--- src/rtl/pipe_pkg.sv ---
// rtl/pipe_pkg.sv - shared types and constants for the ID/EX stage
package pipe_pkg;

   localparam int XLEN = 64;

   localparam logic [1:0] ALUOP_LDST   = 2'b00;
   localparam logic [1:0] ALUOP_BRANCH = 2'b01;
   localparam logic [1:0] ALUOP_RTYPE  = 2'b10;

   typedef struct packed {
      logic [1:0] alu_op;
      logic       alu_src;
      logic       branch;
      logic       mem_read;
      logic       mem_write;
      logic       mem_to_reg;
      logic       reg_write;
   } id_ex_ctrl_t;

   localparam id_ex_ctrl_t CTRL_BUBBLE = '0;

endpackage

--- src/rtl/hazard_detect_unit.sv ---
// rtl/hazard_detect_unit.sv - combinational load-use hazard detection with flush override
module hazard_detect_unit (
   input  logic       EX_valid,
   input  logic       EX_MemRead,
   input  logic [4:0] EX_rd,
   input  logic [4:0] ID_rs1,
   input  logic [4:0] ID_rs2,
   input  logic       ID_valid,
   input  logic       flush,
   output logic       stall,
   output logic       PCWrite,
   output logic       IF_ID_Write
);

   logic hazard;

   // A load writing x0 never creates a dependency.
   assign hazard = EX_valid & EX_MemRead & (EX_rd != 5'd0)
                 & ((EX_rd == ID_rs1) | (EX_rd == ID_rs2)) & ID_valid;

   assign stall       = hazard & ~flush;
   assign PCWrite     = ~stall;
   assign IF_ID_Write = ~stall;

endmodule

--- src/rtl/id_ex_pipeline.sv ---
// rtl/id_ex_pipeline.sv - ID/EX register with bubble insertion, WB bypass and event counters
module id_ex_pipeline
   import pipe_pkg::*;
#(
   parameter int XLEN  = pipe_pkg::XLEN,
   parameter int CNT_W = 32
) (
   input  logic             clk,
   input  logic             reset,
   input  logic [XLEN-1:0]  ID_PC,
   input  logic [XLEN-1:0]  ID_readData1,
   input  logic [XLEN-1:0]  ID_readData2,
   input  logic [XLEN-1:0]  ID_imm,
   input  logic [4:0]       ID_rs1,
   input  logic [4:0]       ID_rs2,
   input  logic [4:0]       ID_rd,
   input  logic [2:0]       ID_funct3,
   input  logic [6:0]       ID_funct7,
   input  logic [1:0]       ID_ALUOp,
   input  logic             ID_ALUSrc,
   input  logic             ID_Branch,
   input  logic             ID_MemRead,
   input  logic             ID_MemWrite,
   input  logic             ID_MemtoReg,
   input  logic             ID_RegWrite,
   input  logic             ID_valid,
   input  logic             flush,
   input  logic             WB_RegWrite,
   input  logic [4:0]       WB_rd,
   input  logic [XLEN-1:0]  WB_data,
   output logic [XLEN-1:0]  EX_PC,
   output logic [XLEN-1:0]  EX_readData1,
   output logic [XLEN-1:0]  EX_readData2,
   output logic [XLEN-1:0]  EX_imm,
   output logic [4:0]       EX_rs1,
   output logic [4:0]       EX_rs2,
   output logic [4:0]       EX_rd,
   output logic [2:0]       EX_funct3,
   output logic [6:0]       EX_funct7,
   output logic [1:0]       EX_ALUOp,
   output logic             EX_ALUSrc,
   output logic             EX_Branch,
   output logic             EX_MemRead,
   output logic             EX_MemWrite,
   output logic             EX_MemtoReg,
   output logic             EX_RegWrite,
   output logic             EX_valid,
   output logic             PCWrite,
   output logic             IF_ID_Write,
   output logic             stall,
   output logic [CNT_W-1:0] stall_count,
   output logic [CNT_W-1:0] flush_count
);

   logic [XLEN-1:0]  pc_q, pc_d, rd1_q, rd1_d, rd2_q, rd2_d, imm_q, imm_d;
   logic [4:0]       rs1_q, rs1_d, rs2_q, rs2_d, rd_q, rd_d;
   logic [2:0]       f3_q, f3_d;
   logic [6:0]       f7_q, f7_d;
   id_ex_ctrl_t      ctrl_q, ctrl_d, id_ctrl;
   logic             valid_q, valid_d;
   logic [CNT_W-1:0] stall_cnt_q, stall_cnt_d, flush_cnt_q, flush_cnt_d;
   logic             bubble;

   hazard_detect_unit u_hazard (
      .EX_valid    (valid_q),
      .EX_MemRead  (ctrl_q.mem_read),
      .EX_rd       (rd_q),
      .ID_rs1      (ID_rs1),
      .ID_rs2      (ID_rs2),
      .ID_valid    (ID_valid),
      .flush       (flush),
      .stall       (stall),
      .PCWrite     (PCWrite),
      .IF_ID_Write (IF_ID_Write)
   );

   assign id_ctrl = '{alu_op:     ID_ALUOp,
                      alu_src:    ID_ALUSrc,
                      branch:     ID_Branch,
                      mem_read:   ID_MemRead,
                      mem_write:  ID_MemWrite,
                      mem_to_reg: ID_MemtoReg,
                      reg_write:  ID_RegWrite};

   assign bubble = flush | stall;

   always_comb begin
      pc_d        = ID_PC;
      imm_d       = ID_imm;
      rs1_d       = ID_rs1;
      rs2_d       = ID_rs2;
      rd_d        = ID_rd;
      f3_d        = ID_funct3;
      f7_d        = ID_funct7;
      // Write-back lands in the regfile too late for this read; forward it here.
      rd1_d       = (WB_RegWrite && (WB_rd != 5'd0) && (WB_rd == ID_rs1)) ? WB_data : ID_readData1;
      rd2_d       = (WB_RegWrite && (WB_rd != 5'd0) && (WB_rd == ID_rs2)) ? WB_data : ID_readData2;
      ctrl_d      = bubble ? CTRL_BUBBLE : id_ctrl;
      valid_d     = ID_valid & ~bubble;
      stall_cnt_d = stall_cnt_q;
      flush_cnt_d = flush_cnt_q;
      if (stall && (stall_cnt_q != '1)) stall_cnt_d = stall_cnt_q + CNT_W'(1);
      if (flush && (flush_cnt_q != '1)) flush_cnt_d = flush_cnt_q + CNT_W'(1);
   end

   always_ff @(posedge clk) begin
      if (reset) begin
         pc_q        <= '0;
         rd1_q       <= '0;
         rd2_q       <= '0;
         imm_q       <= '0;
         rs1_q       <= '0;
         rs2_q       <= '0;
         rd_q        <= '0;
         f3_q        <= '0;
         f7_q        <= '0;
         ctrl_q      <= CTRL_BUBBLE;
         valid_q     <= 1'b0;
         stall_cnt_q <= '0;
         flush_cnt_q <= '0;
      end else begin
         pc_q        <= pc_d;
         rd1_q       <= rd1_d;
         rd2_q       <= rd2_d;
         imm_q       <= imm_d;
         rs1_q       <= rs1_d;
         rs2_q       <= rs2_d;
         rd_q        <= rd_d;
         f3_q        <= f3_d;
         f7_q        <= f7_d;
         ctrl_q      <= ctrl_d;
         valid_q     <= valid_d;
         stall_cnt_q <= stall_cnt_d;
         flush_cnt_q <= flush_cnt_d;
      end
   end

   assign EX_PC        = pc_q;
   assign EX_readData1 = rd1_q;
   assign EX_readData2 = rd2_q;
   assign EX_imm       = imm_q;
   assign EX_rs1       = rs1_q;
   assign EX_rs2       = rs2_q;
   assign EX_rd        = rd_q;
   assign EX_funct3    = f3_q;
   assign EX_funct7    = f7_q;
   assign EX_ALUOp     = ctrl_q.alu_op;
   assign EX_ALUSrc    = ctrl_q.alu_src;
   assign EX_Branch    = ctrl_q.branch;
   assign EX_MemRead   = ctrl_q.mem_read;
   assign EX_MemWrite  = ctrl_q.mem_write;
   assign EX_MemtoReg  = ctrl_q.mem_to_reg;
   assign EX_RegWrite  = ctrl_q.reg_write;
   assign EX_valid     = valid_q;
   assign stall_count  = stall_cnt_q;
   assign flush_count  = flush_cnt_q;

endmodule

--- config.mk ---
export PLATFORM = sky130hd
export DESIGN_NAME = id_ex_pipeline
export DESIGN_NICKNAME = d
export VERILOG_FILES = /design/src/rtl/pipe_pkg.sv /design/src/rtl/hazard_detect_unit.sv /design/src/rtl/id_ex_pipeline.sv
export SDC_FILE = /design/constraint.sdc
export NUM_CORES = 1
export LEC_CHECK = 0
export CORE_AREA = 2 2 280 282
export DETAILED_ROUTE_END_ITERATION = 10
export DIE_AREA = 0 0 282 284
export PLACE_DENSITY_LB_ADDON = 0.1
export RECOVER_POWER = 25
export SLEW_MARGIN = 20
export SYNTH_ARGS = -nofsm -noshare
export SYNTH_HDL_FRONTEND = slang
export SYNTH_SLANG_ARGS = --single-unit
--- constraint.sdc ---
create_clock -name clk -period 2.23 [get_ports clk]
set_input_delay 0.669 -clock clk [delete_from_list [all_inputs] [get_ports clk]]
set_output_delay 0.669 -clock clk [all_outputs]
set_load 0.05 [all_outputs]
==> reports/metrics.yaml <==
clock_network:
  clk_latency_ns: 0.57
  cts-root-buf: "clkbuf_16"
  htree_levels: 2
  clkSinkCount: 354
  clock_path_buffers: 3
  cts_tree: "built"
  postCtsHoldBufs: 0
  numCtsBuffers: 47
  clkTransAtPathRegs_ns: 0.06
timing:
  period_minus_slack_ns: 2.80
  setup_slack_ns: -0.568
  fin_skew_ns: 0.00580
  drv_slew: 0
  hold_viol_final: 0
  min_period_over_period: 1.25
  slew-limit-headroom: 0.289
  setup_viol: 44
  tightest_slew_ns: 1.07
  rsz0062_at_grt: "true"
  fin_setup_tns_ns: -13.05
  max_clock_freq_ghz: 0.357
power:
  seq_power_share: 0.397
  ir_drop_uv: 526
  combPwrFrac: 0.166
  clkPwrFrac: 0.437
  switching_share: 0.284
  power_density_nw_per_um2: 745
  power.switching_uw: 4790
  power_leakage_uw: 0.00971
  finalPower_uw: 16900
  p_int_uw: 12100
critical_path:
  path_cells: "buf_4 > buf_6 > xnor2_2 > nand3_2 > o22ai_4 > buf_6 > buf_6 > buf_6 > buf_6 > buf_6 > buf_6 > buf_6 > or3b_4 > or4_4 > a21oi_2"
  cp_num_cells: 15
  crit_type: "flip-flop to flip-flop"
  critPathMaxFanout: 5
  r2r_end: "stall_count[29]"
  reg2reg_slack_ns: -0.57
  end_kind: "flip-flop"
  worst_path_max_delay_cell: "or4_4"
  crit_family: "simple AND/OR/NAND/NOR gates"
  worst_path_most_repeated_cell: "buf_6"
  required_ns: 2.73
  worst-r2r-cell-count: 15
  cpPeakStageDelay_ns: 0.49
  worst-path-buf-inv: 9
  worstSetupStartpointType: "flip-flop"
  rr_startpoint: "EX_rd[3]"
  cp.arrival_ns: 3.30
synthesis:
  synthArstFlopShare: 0
  syn_area_um2: 12000
  yosysWarnings: 0
  synth_nets: 1677
  yosys_register_bits: 354
  yosysUniqueCellTypes: 45
  syn_avg_cell_area_um2: 9.18
  ys.flop_type: "dfxtp_1"
  yosysSeqAreaShare: 0.588
  synth_edf_count: 0
  synthCells: 1312
run_status:
  outcome: "finished, violations left"
  failed_checks: "negative setup slack"
finish:
  fin_area_um2: 22700
  fill_cells: 8250
  drive_gt1_frac: 0.198
  finish.utilization: 0.295
  num-nets-final: 2497
  area_growth_syn_to_layout_pct: 88.3
run:
  drv_cap: 0
drt:
  wl_mm: 61.4
  wl_per_cell_um: 19.1
  via_count: 12130
  detail-route-antenna-nets: 0
  vias_per_cell: 3.77
  drt-initial-drc-count: 387
  drtPass1Iterations: 4
  drc_errors: 0
hold_path:
  min_to: "flush_count[13]"
  hp-start: "flush_count[13]"
  hold-path-cell-count: 2
  holdCritPathClass: "flip-flop to flip-flop"
floorplanning:
  fp.dieH_um: 284
  fp.dieW_um: 282
  core_um2: 77000
  ioPinCount: 720
  floorplan.initialDensity: 0.157
  dieArea_um2: 80100
  num_rows: 102
global_route:
  met2_usage: 0.266
  grt_start_max_net_pins: 91
  gr-total-overflow: 0
  grt_first_pass_wirelength_mm: 85.7
  grt_use_met3: 0.0639
  met1_usage: 0.149
  grt_antenna_before_repair: 20
  grt_busiest_layer: "met2"
  track_usage: 0.145
  grt_pass1_vias: 12472
placed_design:
  io_buffers: 719
  place_congestion: 0.778
  place_area_um2: 20900
  dp_hpwl_mm: 46.3
[registers in the layout, summed over array words and instances (netlist names)]
register and flops:
EX_rs2 5, EX_MemtoReg 1, EX_rs1 5, EX_MemWrite 1
EX_readData1 64, EX_ALUOp 2, EX_ALUSrc 1, EX_Branch 1
EX_valid 1, EX_funct7 7, flush_count 32, stall_count 32
EX_RegWrite 1, EX_funct3 3, EX_rd 5, EX_MemRead 1
EX_PC 64, EX_readData2 64, EX_imm 64
[cells by family (layout without fill, tap and decap cells)]
kind of cell,after synthesis,after routing,synth area share
xor+xnor,41,41,0.0298
mux,4,4,0.00353
buf+inv,85,941,0.0279
compound gates,213,213,0.0918
other cells,0,10,0
simple gates,613,614,0.256
fa+ha+maj,2,2,0.00208
flops,354,354,0.588
[layout by cell type (no fill, tap or decap), types with 11 or more instances in the layout]
| cell | count |
|---|---|
| xnor2_1 | 19 |
| o21ai_0 | 31 |
| dlygate4sd2_1 | 206 |
| nand3_1 | 23 |
| clkdlybuf4s50_1 | 343 |
| nand2_1 | 283 |
| nand4_1 | 15 |
| nor2_1 | 33 |
| clkbuf_16 | 50 |
| dfxtp_2 | 22 |
| clkbuf_1 | 23 |
| a21oi_1 | 161 |
| nor2b_1 | 155 |
| dfxtp_1 | 329 |
| buf_12 | 11 |
| buf_6 | 16 |
| xor2_1 | 15 |
| clkbuf_8 | 12 |
| buf_4 | 232 |
| clkbuf_2 | 11 |
| or3_1 | 30 |
[synth_stat cells (2+ instances only)]
master    number  share of area
a21o_1         2         0.0012
a21oi_1      167          0.069
and2_1        10         0.0052
and3_1         8         0.0042
and3_2         3         0.0019
and4_1         7         0.0051
and4_4         2         0.0019
buf_2          2        0.00083
clkbuf_1      71          0.022
dfxtp_1      354           0.59
ha_1           2         0.0021
inv_1         10         0.0031
mux2_2         2         0.0019
mux2i_1        2         0.0017
nand2_1      284          0.089
nand2b_1       2         0.0010
nand3_1       28          0.012
nand4_1       15         0.0078
nor2_1        34          0.011
nor2b_1      156          0.081
nor3_1        11         0.0046
nor4_1         6         0.0031
o21ai_0       32          0.013
o31ai_1        6         0.0037
or2_2          2         0.0010
or3_1         30          0.016
or4_1          7         0.0044
xnor2_1       26          0.019
xor2_1        15          0.011
[worst reg2reg max path, cell delays in order (launching register included)]
cell	delay, ns
dfxtp_4	0.34
buf_4	0.13
buf_6	0.12
xnor2_2	0.16
nand3_2	0.11
o22ai_4	0.23
buf_6	0.13
buf_6	0.08
buf_6	0.08
buf_6	0.08
buf_6	0.08
buf_6	0.08
buf_6	0.10
or3b_4	0.40
or4_4	0.49
a21oi_2	0.13
[area by class of cell]
type	count	area, um^2	share of cell area
antenna	10	25.0	0.00110
clock buffer	76	1430	0.0629
clock inverter	10	67.6	0.00298
inverter	10	41.3	0.00182
multi-input combinational	874	4910	0.217
sequential	354	7130	0.314
tap	1040	1300	0.0574
timing repair buffer	845	7780	0.343
[how the worst max path moves through the flow]
| stage | startpoint | to | slack, ns |
|---|---|---|---|
| final | EX_rd[3] | stall_count[29] | -0.57 |
| after global routing | EX_rd[3] | stall_count[29] | -0.67 |
| after CTS | EX_rd[3] | stall | -0.63 |
| after detailed placement | WB_rd[2] | EX_readData1[30] | -0.98 |
| after global placement | WB_rd[2] | EX_readData1[34] | -0.99 |
| after floorplan | EX_rd[0] | stall | -0.22 |
[per-stage QoR]
step / hold slack (ns) / instances / worst slack, ns
floorplan: 0.596 / 1312 / -0.220
global placement: 0.475 / 3101 / -0.994
detailed placement: 0.490 / 3101 / -0.976
CTS: 0.422 / 3193 / -0.625
global route: 0.514 / 3215 / -0.674
finish: 0.494 / 3219 / -0.568
[power groups by stage]
stage / clock (uW) / sequential [uW] / combinational [uW]
2_1_floorplan: 0 / 7890 / 372
3_3_place_gp: 0 / 6860 / 2920
3_5_place_dp: 0 / 6860 / 2910
4_1_cts: 7720 / 6710 / 2810
5_1_grt: 7940 / 6740 / 2960
6_report: 7380 / 6710 / 2800
[what timing repair did]
item                       4_1_cts  5_1_grt
pin swaps                        7       26
gates resized for setup        229       50
setup endpoints to repair      349       94
buffers inserted                 3       13
gates cloned                     3        3
[layer usage]
layer	share of wire	wire length, um
met2	0.51	31200
met1	0.37	22500
met4	0.019	1190
met3	0.10	6390
met5	0.0011	69
Power figures use the tool's default switching activity.
